## config.mk

```make
export PLATFORM = sky130hd
export DESIGN_NAME = mano_fetch_exec_sequencer
export DESIGN_NICKNAME = d
export VERILOG_FILES = /design/src/rtl/mano_fetch_exec_sequencer_pkg.sv /design/src/rtl/mano_fetch_exec_sequencer_mem_wait_timer.sv /design/src/rtl/mano_fetch_exec_sequencer.sv
export SDC_FILE = /design/constraint.sdc
export NUM_CORES = 1
export LEC_CHECK = 0
export CELL_PAD_IN_SITES_DETAIL_PLACEMENT = 0
export CELL_PAD_IN_SITES_GLOBAL_PLACEMENT = 1
export CORE_MARGIN = 4
export CORE_UTILIZATION = 28
export DETAILED_ROUTE_END_ITERATION = 8
export PLACE_DENSITY = 0.65
export SLEW_MARGIN = 40
export SYNTH_ARGS = -nofsm -noshare
export SYNTH_HDL_FRONTEND = slang
export SYNTH_HIERARCHICAL = 1
export SYNTH_SLANG_ARGS = --single-unit
```

## constraint.sdc

```tcl
create_clock -name clk -period 4.7 [get_ports clk]
set_clock_uncertainty 0.2 [all_clocks]
set_input_delay 0.94 -clock clk [delete_from_list [all_inputs] [get_ports clk]]
set_output_delay 0.94 -clock clk [all_outputs]
set_load 0.005 [all_outputs]
```

## src/rtl/mano_fetch_exec_sequencer_pkg.sv

```systemverilog
// Shared types and constants for the accumulator-computer fetch/execute sequencer.
// Holds the FSM state encoding, opcode values and per-state decode helpers.
package mano_fetch_exec_sequencer_pkg;

  typedef enum logic [3:0] {
    IDLE,
    F_ADR,
    F_MEM,
    DEC,
    X_MOV,
    L_ADR,
    L_OPM,
    L_PTR,
    L_DATM,
    L_WB,
    PAUSE,
    HALTED
  } state_t;

  localparam logic [1:0] OP_NOP  = 2'b00;
  localparam logic [1:0] OP_LDA  = 2'b01;
  localparam logic [1:0] OP_MOVR = 2'b10;
  localparam logic [1:0] OP_HLT  = 2'b11;

  localparam int TIMEOUT_CYC_DEF = 15;

  // States that hold mem_req and wait on mem_ack independently of tick_en.
  function automatic logic is_mem_state(input state_t s);
    return (s == F_MEM) || (s == L_OPM) || (s == L_DATM);
  endfunction

  function automatic logic is_quiet_state(input state_t s);
    return (s == IDLE) || (s == PAUSE) || (s == HALTED);
  endfunction

  function automatic logic [2:0] t_step_of(input state_t s);
    logic [2:0] t;
    t = 3'd0;
    case (s)
      F_MEM:          t = 3'd1;
      DEC:            t = 3'd2;
      X_MOV, L_ADR:   t = 3'd3;
      L_OPM:          t = 3'd4;
      L_PTR:          t = 3'd5;
      L_DATM:         t = 3'd6;
      L_WB:           t = 3'd7;
      default:        t = 3'd0;
    endcase
    return t;
  endfunction

endpackage

```

## src/rtl/mano_fetch_exec_sequencer_mem_wait_timer.sv

```systemverilog
// Counts clocks spent waiting for mem_ack; expired flags the last clock before a timeout.
// One instance is shared by all memory-wait states since they are never adjacent.
module mano_mem_wait_timer #(
  parameter int TIMEOUT_CYC = 15,
  parameter int TMO_W       = 8
) (
  input  logic clk,
  input  logic rst,
  input  logic clear_i,
  input  logic count_en_i,
  input  logic ack_i,
  output logic expired_o
);

  localparam logic [TMO_W-1:0] LAST_CNT = TMO_W'(TIMEOUT_CYC - 1);

  logic [TMO_W-1:0] cnt_q;
  logic [TMO_W-1:0] cnt_d;

  always_comb begin
    cnt_d = cnt_q;
    if (clear_i) begin
      cnt_d = '0;
    end else if (count_en_i && !ack_i && (cnt_q != LAST_CNT)) begin
      cnt_d = cnt_q + 1'b1;
    end
  end

  always_ff @(posedge clk or posedge rst) begin
    if (rst) begin
      cnt_q <= '0;
    end else begin
      cnt_q <= cnt_d;
    end
  end

  // Asserted during the clock that would bring the wait to TIMEOUT_CYC clocks.
  assign expired_o = count_en_i && (cnt_q == LAST_CNT);

endmodule

```

## src/rtl/mano_fetch_exec_sequencer.sv

```systemverilog
// Single-clock fetch/decode/execute control FSM for the accumulator datapath.
// Emits one-clock load/increment strobes and handshakes reads with byte memory.
module mano_fetch_exec_sequencer
  import mano_fetch_exec_sequencer_pkg::*;
#(
  parameter int TIMEOUT_CYC = TIMEOUT_CYC_DEF,
  parameter int TMO_W       = 8
) (
  input  logic       clk,
  input  logic       rst,
  input  logic       tick_en,
  input  logic       run,
  input  logic       single_step,
  input  logic       step_req,
  input  logic [1:0] opcode,
  input  logic       mem_ack,
  output logic       mem_req,
  output logic       ld_mar_pc,
  output logic       ld_mar_mbr,
  output logic       inc_pc,
  output logic       ld_mbr,
  output logic       ld_ir,
  output logic       ld_a_mbr,
  output logic       ld_a_r,
  output logic [2:0] t_step,
  output logic       busy,
  output logic       instr_done,
  output logic       halted,
  output logic       bus_err
);

  state_t state_q;
  state_t state_d;
  state_t boundary_st;
  logic   bus_err_q;
  logic   bus_err_d;
  logic   in_mem_st;
  logic   tmo_expired;

  assign in_mem_st = is_mem_state(state_q);

  mano_mem_wait_timer #(
    .TIMEOUT_CYC (TIMEOUT_CYC),
    .TMO_W       (TMO_W)
  ) u_wait_timer (
    .clk        (clk),
    .rst        (rst),
    .clear_i    (!in_mem_st),
    .count_en_i (in_mem_st),
    .ack_i      (mem_ack),
    .expired_o  (tmo_expired)
  );

  // Where an instruction lands when it finishes; DONE is folded into this choice.
  always_comb begin
    boundary_st = F_ADR;
    if (!run) begin
      boundary_st = IDLE;
    end else if (single_step) begin
      boundary_st = PAUSE;
    end
  end

  always_comb begin
    state_d    = state_q;
    bus_err_d  = bus_err_q;
    mem_req    = 1'b0;
    ld_mar_pc  = 1'b0;
    ld_mar_mbr = 1'b0;
    inc_pc     = 1'b0;
    ld_mbr     = 1'b0;
    ld_ir      = 1'b0;
    ld_a_mbr   = 1'b0;
    ld_a_r     = 1'b0;
    instr_done = 1'b0;

    case (state_q)
      IDLE: begin
        if (tick_en && run) state_d = F_ADR;
      end
      F_ADR: begin
        if (tick_en) begin
          ld_mar_pc = 1'b1;
          state_d   = F_MEM;
        end
      end
      F_MEM: begin
        mem_req = 1'b1;
        if (mem_ack) begin
          ld_mbr  = 1'b1;
          inc_pc  = 1'b1;
          state_d = DEC;
        end else if (tmo_expired) begin
          bus_err_d = 1'b1;
          state_d   = HALTED;
        end
      end
      DEC: begin
        if (tick_en) begin
          ld_ir = 1'b1;
          case (opcode)
            OP_LDA:  state_d = L_ADR;
            OP_MOVR: state_d = X_MOV;
            OP_HLT: begin
              instr_done = 1'b1;
              state_d    = HALTED;
            end
            default: begin
              instr_done = 1'b1;
              state_d    = boundary_st;
            end
          endcase
        end
      end
      X_MOV: begin
        if (tick_en) begin
          ld_a_r     = 1'b1;
          instr_done = 1'b1;
          state_d    = boundary_st;
        end
      end
      L_ADR: begin
        if (tick_en) begin
          ld_mar_pc = 1'b1;
          state_d   = L_OPM;
        end
      end
      L_OPM: begin
        mem_req = 1'b1;
        if (mem_ack) begin
          ld_mbr  = 1'b1;
          inc_pc  = 1'b1;
          state_d = L_PTR;
        end else if (tmo_expired) begin
          bus_err_d = 1'b1;
          state_d   = HALTED;
        end
      end
      L_PTR: begin
        if (tick_en) begin
          ld_mar_mbr = 1'b1;
          state_d    = L_DATM;
        end
      end
      L_DATM: begin
        mem_req = 1'b1;
        if (mem_ack) begin
          ld_mbr  = 1'b1;
          state_d = L_WB;
        end else if (tmo_expired) begin
          bus_err_d = 1'b1;
          state_d   = HALTED;
        end
      end
      L_WB: begin
        if (tick_en) begin
          ld_a_mbr   = 1'b1;
          instr_done = 1'b1;
          state_d    = boundary_st;
        end
      end
      PAUSE: begin
        if (tick_en) begin
          if (!run) begin
            state_d = IDLE;
          end else if (step_req) begin
            state_d = F_ADR;
          end
        end
      end
      HALTED: begin
        state_d = HALTED;
      end
      default: begin
        state_d = IDLE;
      end
    endcase
  end

  always_ff @(posedge clk or posedge rst) begin
    if (rst) begin
      state_q   <= IDLE;
      bus_err_q <= 1'b0;
    end else begin
      state_q   <= state_d;
      bus_err_q <= bus_err_d;
    end
  end

  assign t_step  = t_step_of(state_q);
  assign busy    = !is_quiet_state(state_q);
  assign halted  = (state_q == HALTED);
  assign bus_err = bus_err_q;

endmodule

```

==> results of run 1 <==
kinds of logic after synthesis:
group / share of synthesized area
compound gates: 0.249
fa+ha+maj: 0.0506
simple gates: 0.336
flops: 0.263
xor+xnor: 0.00708
buf+inv: 0.0647
mux: 0.0303
through the flow:
| stage | hold WS (ns) | total power [mW] | util | area (um^2) | setup WS, ns |
|---|---|---|---|---|---|
| 3_3_place_gp | 0.265 | 0.550 | 0.359 | 1490 | 0.966 |
| 5_1_grt | 0.298 | 0.703 | 0.370 | 1530 | 0.752 |
| 4_1_cts | 0.271 | 0.655 | 0.370 | 1530 | 0.940 |
| 6_report | 0.267 | 0.647 | 0.370 | 1530 | 0.966 |
| 2_1_floorplan | 0.251 | 0.422 | - | 1240 | 2.02 |
| 3_5_place_dp | 0.251 | 0.551 | 0.359 | 1490 | 0.945 |
cell type report:
type                    count  share of cell area
clock buffers               3              0.0269
inverters                  10              0.0245
multi-input cells         123               0.542
clock inverters             1             0.00326
well taps                  50              0.0408
repair buffers             23               0.150
flip-flops and latches     13               0.212
layout by cell type, fill, tap and decap left out, types with 6 or more instances in the layout:
cell type,n
inv_1,9
o21ai_0,10
dfrtp_1,13
nand2b_1,6
nor2b_1,6
nand2_1,6
clkdlybuf4s50_1,23
a21oi_1,9
nor2_1,16
flip-flops by register name, summed over array words and instances (netlist names):
register            cells
state_q                 4
u_wait_timer/cnt_q      8
bus_err                 1
path summary, 6_finish.rpt:
kind	startpoint	endpoint	slack [ns]	cells past startpoint
min	bus_err	bus_err	0.27	1
max reg2reg	state_q[3]	state_q[0]	1.77	8
min in group asynchronous	rst	bus_err	0.73	2
max	opcode[0]	instr_done	0.97	6
min reg2reg	bus_err	bus_err	0.27	1
max in group asynchronous	rst	u_wait_timer/cnt_q[5]	3.25	2
routing by layer:
layer,vias up,global-route usage,share of wire
li1,603,-,-
met1,589,0.180,0.48
met2,30,0.198,0.48
met3,2,0.0324,0.029
met4,0,0.0257,0.0033
met5,-,0,0
report_power, final:
group	leakage (nW)	internal [mW]	switching, mW	total, mW
Sequential	0.177	0.126	0.0698	0.196
Combinational	0.399	0.182	0.171	0.353
Clock	0.0255	0.0585	0.0401	0.0986
synthesized netlist by cell type (2+ instances only):
cell type / count / area share
a211oi_1: 2 / 0.012
a21o_1: 5 / 0.030
a21oi_1: 9 / 0.036
a31oi_1: 2 / 0.010
a41oi_1: 3 / 0.021
and2_1: 3 / 0.015
and3_1: 4 / 0.020
buf_1: 2 / 0.0061
buf_2: 4 / 0.016
dfrtp_1: 13 / 0.26
ha_1: 5 / 0.051
inv_1: 9 / 0.027
mux2_2: 2 / 0.018
nand2_1: 6 / 0.018
nand2b_1: 6 / 0.030
nand3_1: 3 / 0.012
nand3b_1: 3 / 0.018
nor2_1: 16 / 0.049
nor2b_1: 6 / 0.030
nor3_1: 5 / 0.020
o21a_1: 2 / 0.012
o21ai_0: 10 / 0.040
o22ai_1: 2 / 0.010
o31ai_1: 3 / 0.018
or3_1: 2 / 0.010
or4_1: 3 / 0.018
critical path, cell delays in order:
cell,delay [ns]
clkdlybuf4s50_1,0.50
inv_1,0.06
ha_1,0.30
o22ai_1,0.15
and2_1,0.14
clkdlybuf4s50_1,0.50
==> run summary, run 1 <==
The proportion of synthesized flip-flops having asynchronous set or reset is 1.00. Setup repair after global routing left no endpoint under its margin. The run gives 154 as the number of standard cells after synthesis. The run gives 0.602 nW as the reported leakage power.

The first global-routing pass estimated 5.61 mm of wire. The initial antenna violation count is 0, and the routed wirelength normalized by instance count is 14.9 um. Clock tree synthesis selected as its root buffer the cell clkbuf_8. The CTS clock-pin slew for the worst setup and hold paths was 0.06 ns; the measured slew at the worst slew-check pin was 0.724 ns.

Post-synthesis sequential area ratio: 0.263. For the worst setup path, the data arrival time is 2.59 ns. Instance count after placement with tap cells included: 219.

24 I/O pins were placed. Counting every sink on the clock net gives 13. The vertical die dimension is 74.5 um.

For the area of the core region, the log shows 0.00414 mm^2. The minimum clock period came out at 3.73 ns. The tools report the global-route total usage across every layer as 0.128.

The synthesized cell area is 0.00124 mm^2. The number of different library cells used by synthesis comes to 50. The number of global-route vias before repair is 1177, and the final global-route overflow total is 0. The logs give 2 for the number of buffers between clock root and the deepest sink and 25 for the maximum number of pins on one net before global-route repair.

Critical path launch point type: a primary input. The number of fillers in the final layout came out at 430. Summed over all failing endpoints, the final setup total negative slack is 0 ns. The multi-input combinational cells in the finished layout cover a total of 832 um^2. Wires add up to 3.33 mm.

The flow ran to the end, and the final reports show no timing, DRC or antenna violations. The count of cells in the finished layout, fillers not included, comes to 223. The path type of the worst min-delay path was reg -> reg. Among all flip-flop cells after synthesis, the most frequent one is dfrtp_1. The part of the cycle the worst path needs was 0.794; the number of diodes was 0.

The initialized floorplan defines 23 standard-cell rows. The register bit count reported by yosys works out to 13. The critical path is of the in -> out type.

Static timing analysis puts the maximum clock frequency at 268 MHz. STA puts the critical path data required time at 3.56 ns. The die is 74.5 um wide.

The logs give 6 for the number of warnings printed during yosys synthesis and 0 for the remaining number of nets flagged by the antenna check after routing. The detailed placement HPWL was 2.48 mm; the number of nets in the layout was 188. The number of nets handed over by synthesis was 168. The final count of hold timing violations is 0.

The first routing iteration left 61 violations. The tool flagged a number of max-cap violations equal to 0. Relative area change from synthesis to final layout: 24.0%. For the max-slew headroom at the worst pin, the log shows 0.517. Across the VDD grid, the largest voltage drop is 0.221 mV.

Clock tree synthesis inserted a total of 3 buffers. The sequential standard cell area is 325 um^2, and the number of buffers inserted by hold repair at cts is 0. For this design the ratio of total power to cell area is 422 mW/mm^2. Count of input and output buffers: 23. TritonCTS built the clock tree. The starting utilization of the core area came out at 0.299. Along the worst path, the maximum fanout reaches 3. Gates resized during post-CTS repair numbered 0.

The number of synthesized flops with an enable pin was 0; the number of iterations in the first detailed-routing pass was 4. In the routed layout, each cell is associated on average with a via count of 5.49. The total of endpoints with negative setup slack in the final report was 0.

The die covers 0.00555 mm^2. At the later pin of the worst-skew pair, clock insertion delay measures 0.24 ns. The layout cell share with drive strength beyond 1 is 0.0809, and the synthesized area per cell is 8.04 um^2.

After detailed routing, the number of remaining DRC violations is 0. The worst setup path is captured at an output pin. The depth of the CTS H-tree was 1. The final RePlAce weighted congestion was 0.746; the max-slew violation total from the final report was 0.

Post-CTS timing repair inserted 0 buffers for setup. The routed layout has 1224 vias.
Note: power is estimated with default switching activity, not from simulation.
==> run 2: changes to the inputs <==
clock period = 3.5 ns   (was 4.7 ns; I/O delays follow)
==> run 2 against run 1 <==
Via count increased by 0.25%. Global-route usage decreased by 0.11 points. Clock-buffer cell count increased by 1. First-iteration DRC count decreased by 11%. Combinational power increased by 57%. Hold slack improved by 0.0079 ns. Utilization increased by 0.69 points. Total power increased by 40%. Flip-flop and latch count unchanged. Sequential power increased by 12%. Routed wire length decreased by 1.1%.
==> run summary, run 2 (synthesized netlist as in run 1, its figures left out) <==
Before antenna repair, the detailed router went through 4 iterations. The run gives 0 as the number of diodes. The min-delay analysis places its worst path in the category reg -> reg. The max-slew violation total from the final report was 0; the largest stage delay on the critical path was 0.50 ns.

Buffers placed on the I/O ports in this run total 23. Hold is met by 0.275 ns. The capture endpoint of the worst hold path is bus_err.

The critical path in this run is classified as in -> out. The CTS clock-pin slew for the worst setup and hold paths is 0.05 ns, and the remaining routing DRC violations is 0. In this run the critical register-to-register path is captured at state_q[0]. For the initial detailed-routing violation count, the log shows 54. The logs give 2.35 ns for the data arrival time at the worst-slack endpoint and 0.126 for the global-route total usage across every layer. Routing usage on met2: 0.200. After detailed routing, the number of vias per cell comes to 5.41. The tools report the area of the core region as 0.00414 mm^2.

In the layout the commonest cells are clkdlybuf4s50_1, nor2_1, dfrtp_1. The depth of the CTS H-tree was 1. Wires add up to 3.30 mm. Buffers inserted during clock tree synthesis total 3. The register with the most flip-flops in the layout has 8 of them. Leaving out fill and tap cells, the most frequent cell in the layout is clkdlybuf4s50_1. For the setup slack on the worst flop-to-flop path, the log shows 0.88 ns. After clock tree synthesis, the setup repair step added 0 buffers. The tools report the max-slew headroom at the worst pin as 0.624. The cell area power density came out at 580 mW/mm^2.

The first global-routing pass estimated 5.57 mm of wire. The run gives 0 as the number of buffers inserted by hold repair at cts. TritonCTS built the clock tree. The reported leakage power was 0.619 nW; the fmax was 308 MHz.

In this run the critical register-to-register path is launched from state_q[1]. The worst endpoint required time was 2.60 ns; the clock insertion delay at the later pin of the skew report was 0.24 ns. The flow ran to the end, and the final reports show no timing, DRC or antenna violations. The instance count along the most critical hold path is 1, and the layout cell share with drive strength beyond 1 is 0.0960.

The initial antenna violation count is 0, and the count of clock tree sinks is 13. The number of fillers in the final layout is 448, and the number of global-route vias before repair is 1156. The die area was 0.00555 mm^2; the number of buffers between clock root and the deepest sink was 2. Post-CTS repair changed the size of 0 cells. For the pin with the worst max-slew slack, the measured transition is 0.559 ns.

Across the run, the number of max-cap violations was 0. Relative to the synthesized area, the layout overhead comes to 26.3%. Of all nets on the critical path, the largest fanout is 3. The clock tree root driver cell is clkbuf_8. The total of endpoints with negative setup slack in the final report was 0; the chip width was 74.5 um. Adding up every negative setup slack in the final design gives 0 ns.

The worst-case vdd ir drop is 0.218 mV. Origin of the worst min-delay path: bus_err. The part of the cycle the worst path needs was 0.927.

The vertical die dimension was 74.5 um; the utilization after layout was 0.377. Setup repair after global routing left no endpoint under its margin. The register with the most flip-flops in the final layout is u_wait_timer/cnt_q. After detailed routing, the average wire length per cell comes to 14.5 um.

The number of cells on the worst reg-to-reg path is 9. In this run the remaining antenna-violating nets after routing total 0. The slowest stage cell on the critical path is clkdlybuf4s50_1.

For this run, the post-layout net count is 192. The tools report the final global-route overflow total as 0. The worst path in the final design needs a cycle of 3.25 ns, including I/O delays and setup.

For the starting utilization of the core area, the log shows 0.299. Walking the worst path, the cells encountered are clkdlybuf4s50_1, inv_1, ha_1, o22ai_1, and2_1, clkdlybuf4s50_1. STA classifies the critical path endpoint as an output pin. Most crowded layer after global routing: met2. The initialized floorplan defines 23 standard-cell rows. The final route contains 1227 vias. The tools report the met3 capacity usage during global routing as 0.0284. For the multi-input gate area in the final layout, the log shows 832 um^2. Routability-driven placement finished with a final weighted congestion of 0.779. The critical path's most frequent cell was clkdlybuf4s50_1. The logs give 325 um^2 for the sequential standard cell area and 0.183 for the met1 track demand over resource in global routing. The worst setup path is launched from a primary input. Once detailed placement completed, the half-perimeter wirelength came to 2.50 mm.

The final count of hold timing violations was 0. Entering global routing, the biggest net connects 20 pins. 24 I/O pins were placed.
-- run 2: cell count changes in the layout (fill, tap and decap cells not counted) --
cell      delta
buf_4        +4
clkbuf_1     +1
clkinv_2     -1
-- run 2: area by class of cell --
| class | instances | share of cell area |
|---|---|---|
| clock buffer | 4 | 0.0288 |
| inverter | 10 | 0.0240 |
| multi-input combinational | 123 | 0.532 |
| sequential | 13 | 0.208 |
| tap | 50 | 0.0400 |
| timing repair buffer | 27 | 0.167 |
-- run 2: critical path, delay by kind of cell --
| kind | cells | cell delay [ns] |
|---|---|---|
| adder cells (fa/ha/maj) | 1 | 0.30 |
| buffers and inverters | 3 | 1.06 |
| AO/OA/AOI/OAI | 1 | 0.15 |
| AND/OR/NAND/NOR | 1 | 0.13 |
-- run 2: where the power goes --
part	internal (mW)	switching, mW	total, mW
clock network	0.0803	0.0522	0.133
registers	0.170	0.0500	0.220
logic	0.269	0.285	0.554
total	0.520	0.387	0.907
-- run 2: routing by layer --
layer,up-vias,routed length [um]
li1,614,-
met2,19,1570
met5,-,0
met3,0,61
met4,0,0
met1,594,1660
-- run 2: worst max-delay path by stage --
| stage | startpoint | endpoint | slack [ns] | cells after the start |
|---|---|---|---|---|
| after floorplan | state_q[1] | ld_mbr | 1.18 | 5 |
| after global placement | opcode[0] | instr_done | 0.26 | 6 |
| after detailed placement | opcode[0] | instr_done | 0.24 | 6 |
| after CTS | opcode[0] | instr_done | 0.24 | 6 |
| after global routing | opcode[0] | instr_done | 0.15 | 6 |
| final | opcode[0] | instr_done | 0.25 | 6 |
-- run 2: stage by stage --
| step | worst slack, ns | std cells | cell area, um^2 | power, mW |
|---|---|---|---|---|
| 2_1_floorplan | 1.18 | 154 | 1240 | 0.567 |
| 3_3_place_gp | 0.255 | 223 | 1520 | 0.771 |
| 3_5_place_dp | 0.241 | 223 | 1520 | 0.775 |
| 4_1_cts | 0.239 | 227 | 1560 | 0.913 |
| 5_1_grt | 0.150 | 227 | 1560 | 0.983 |
| 6_report | 0.254 | 227 | 1560 | 0.907 |
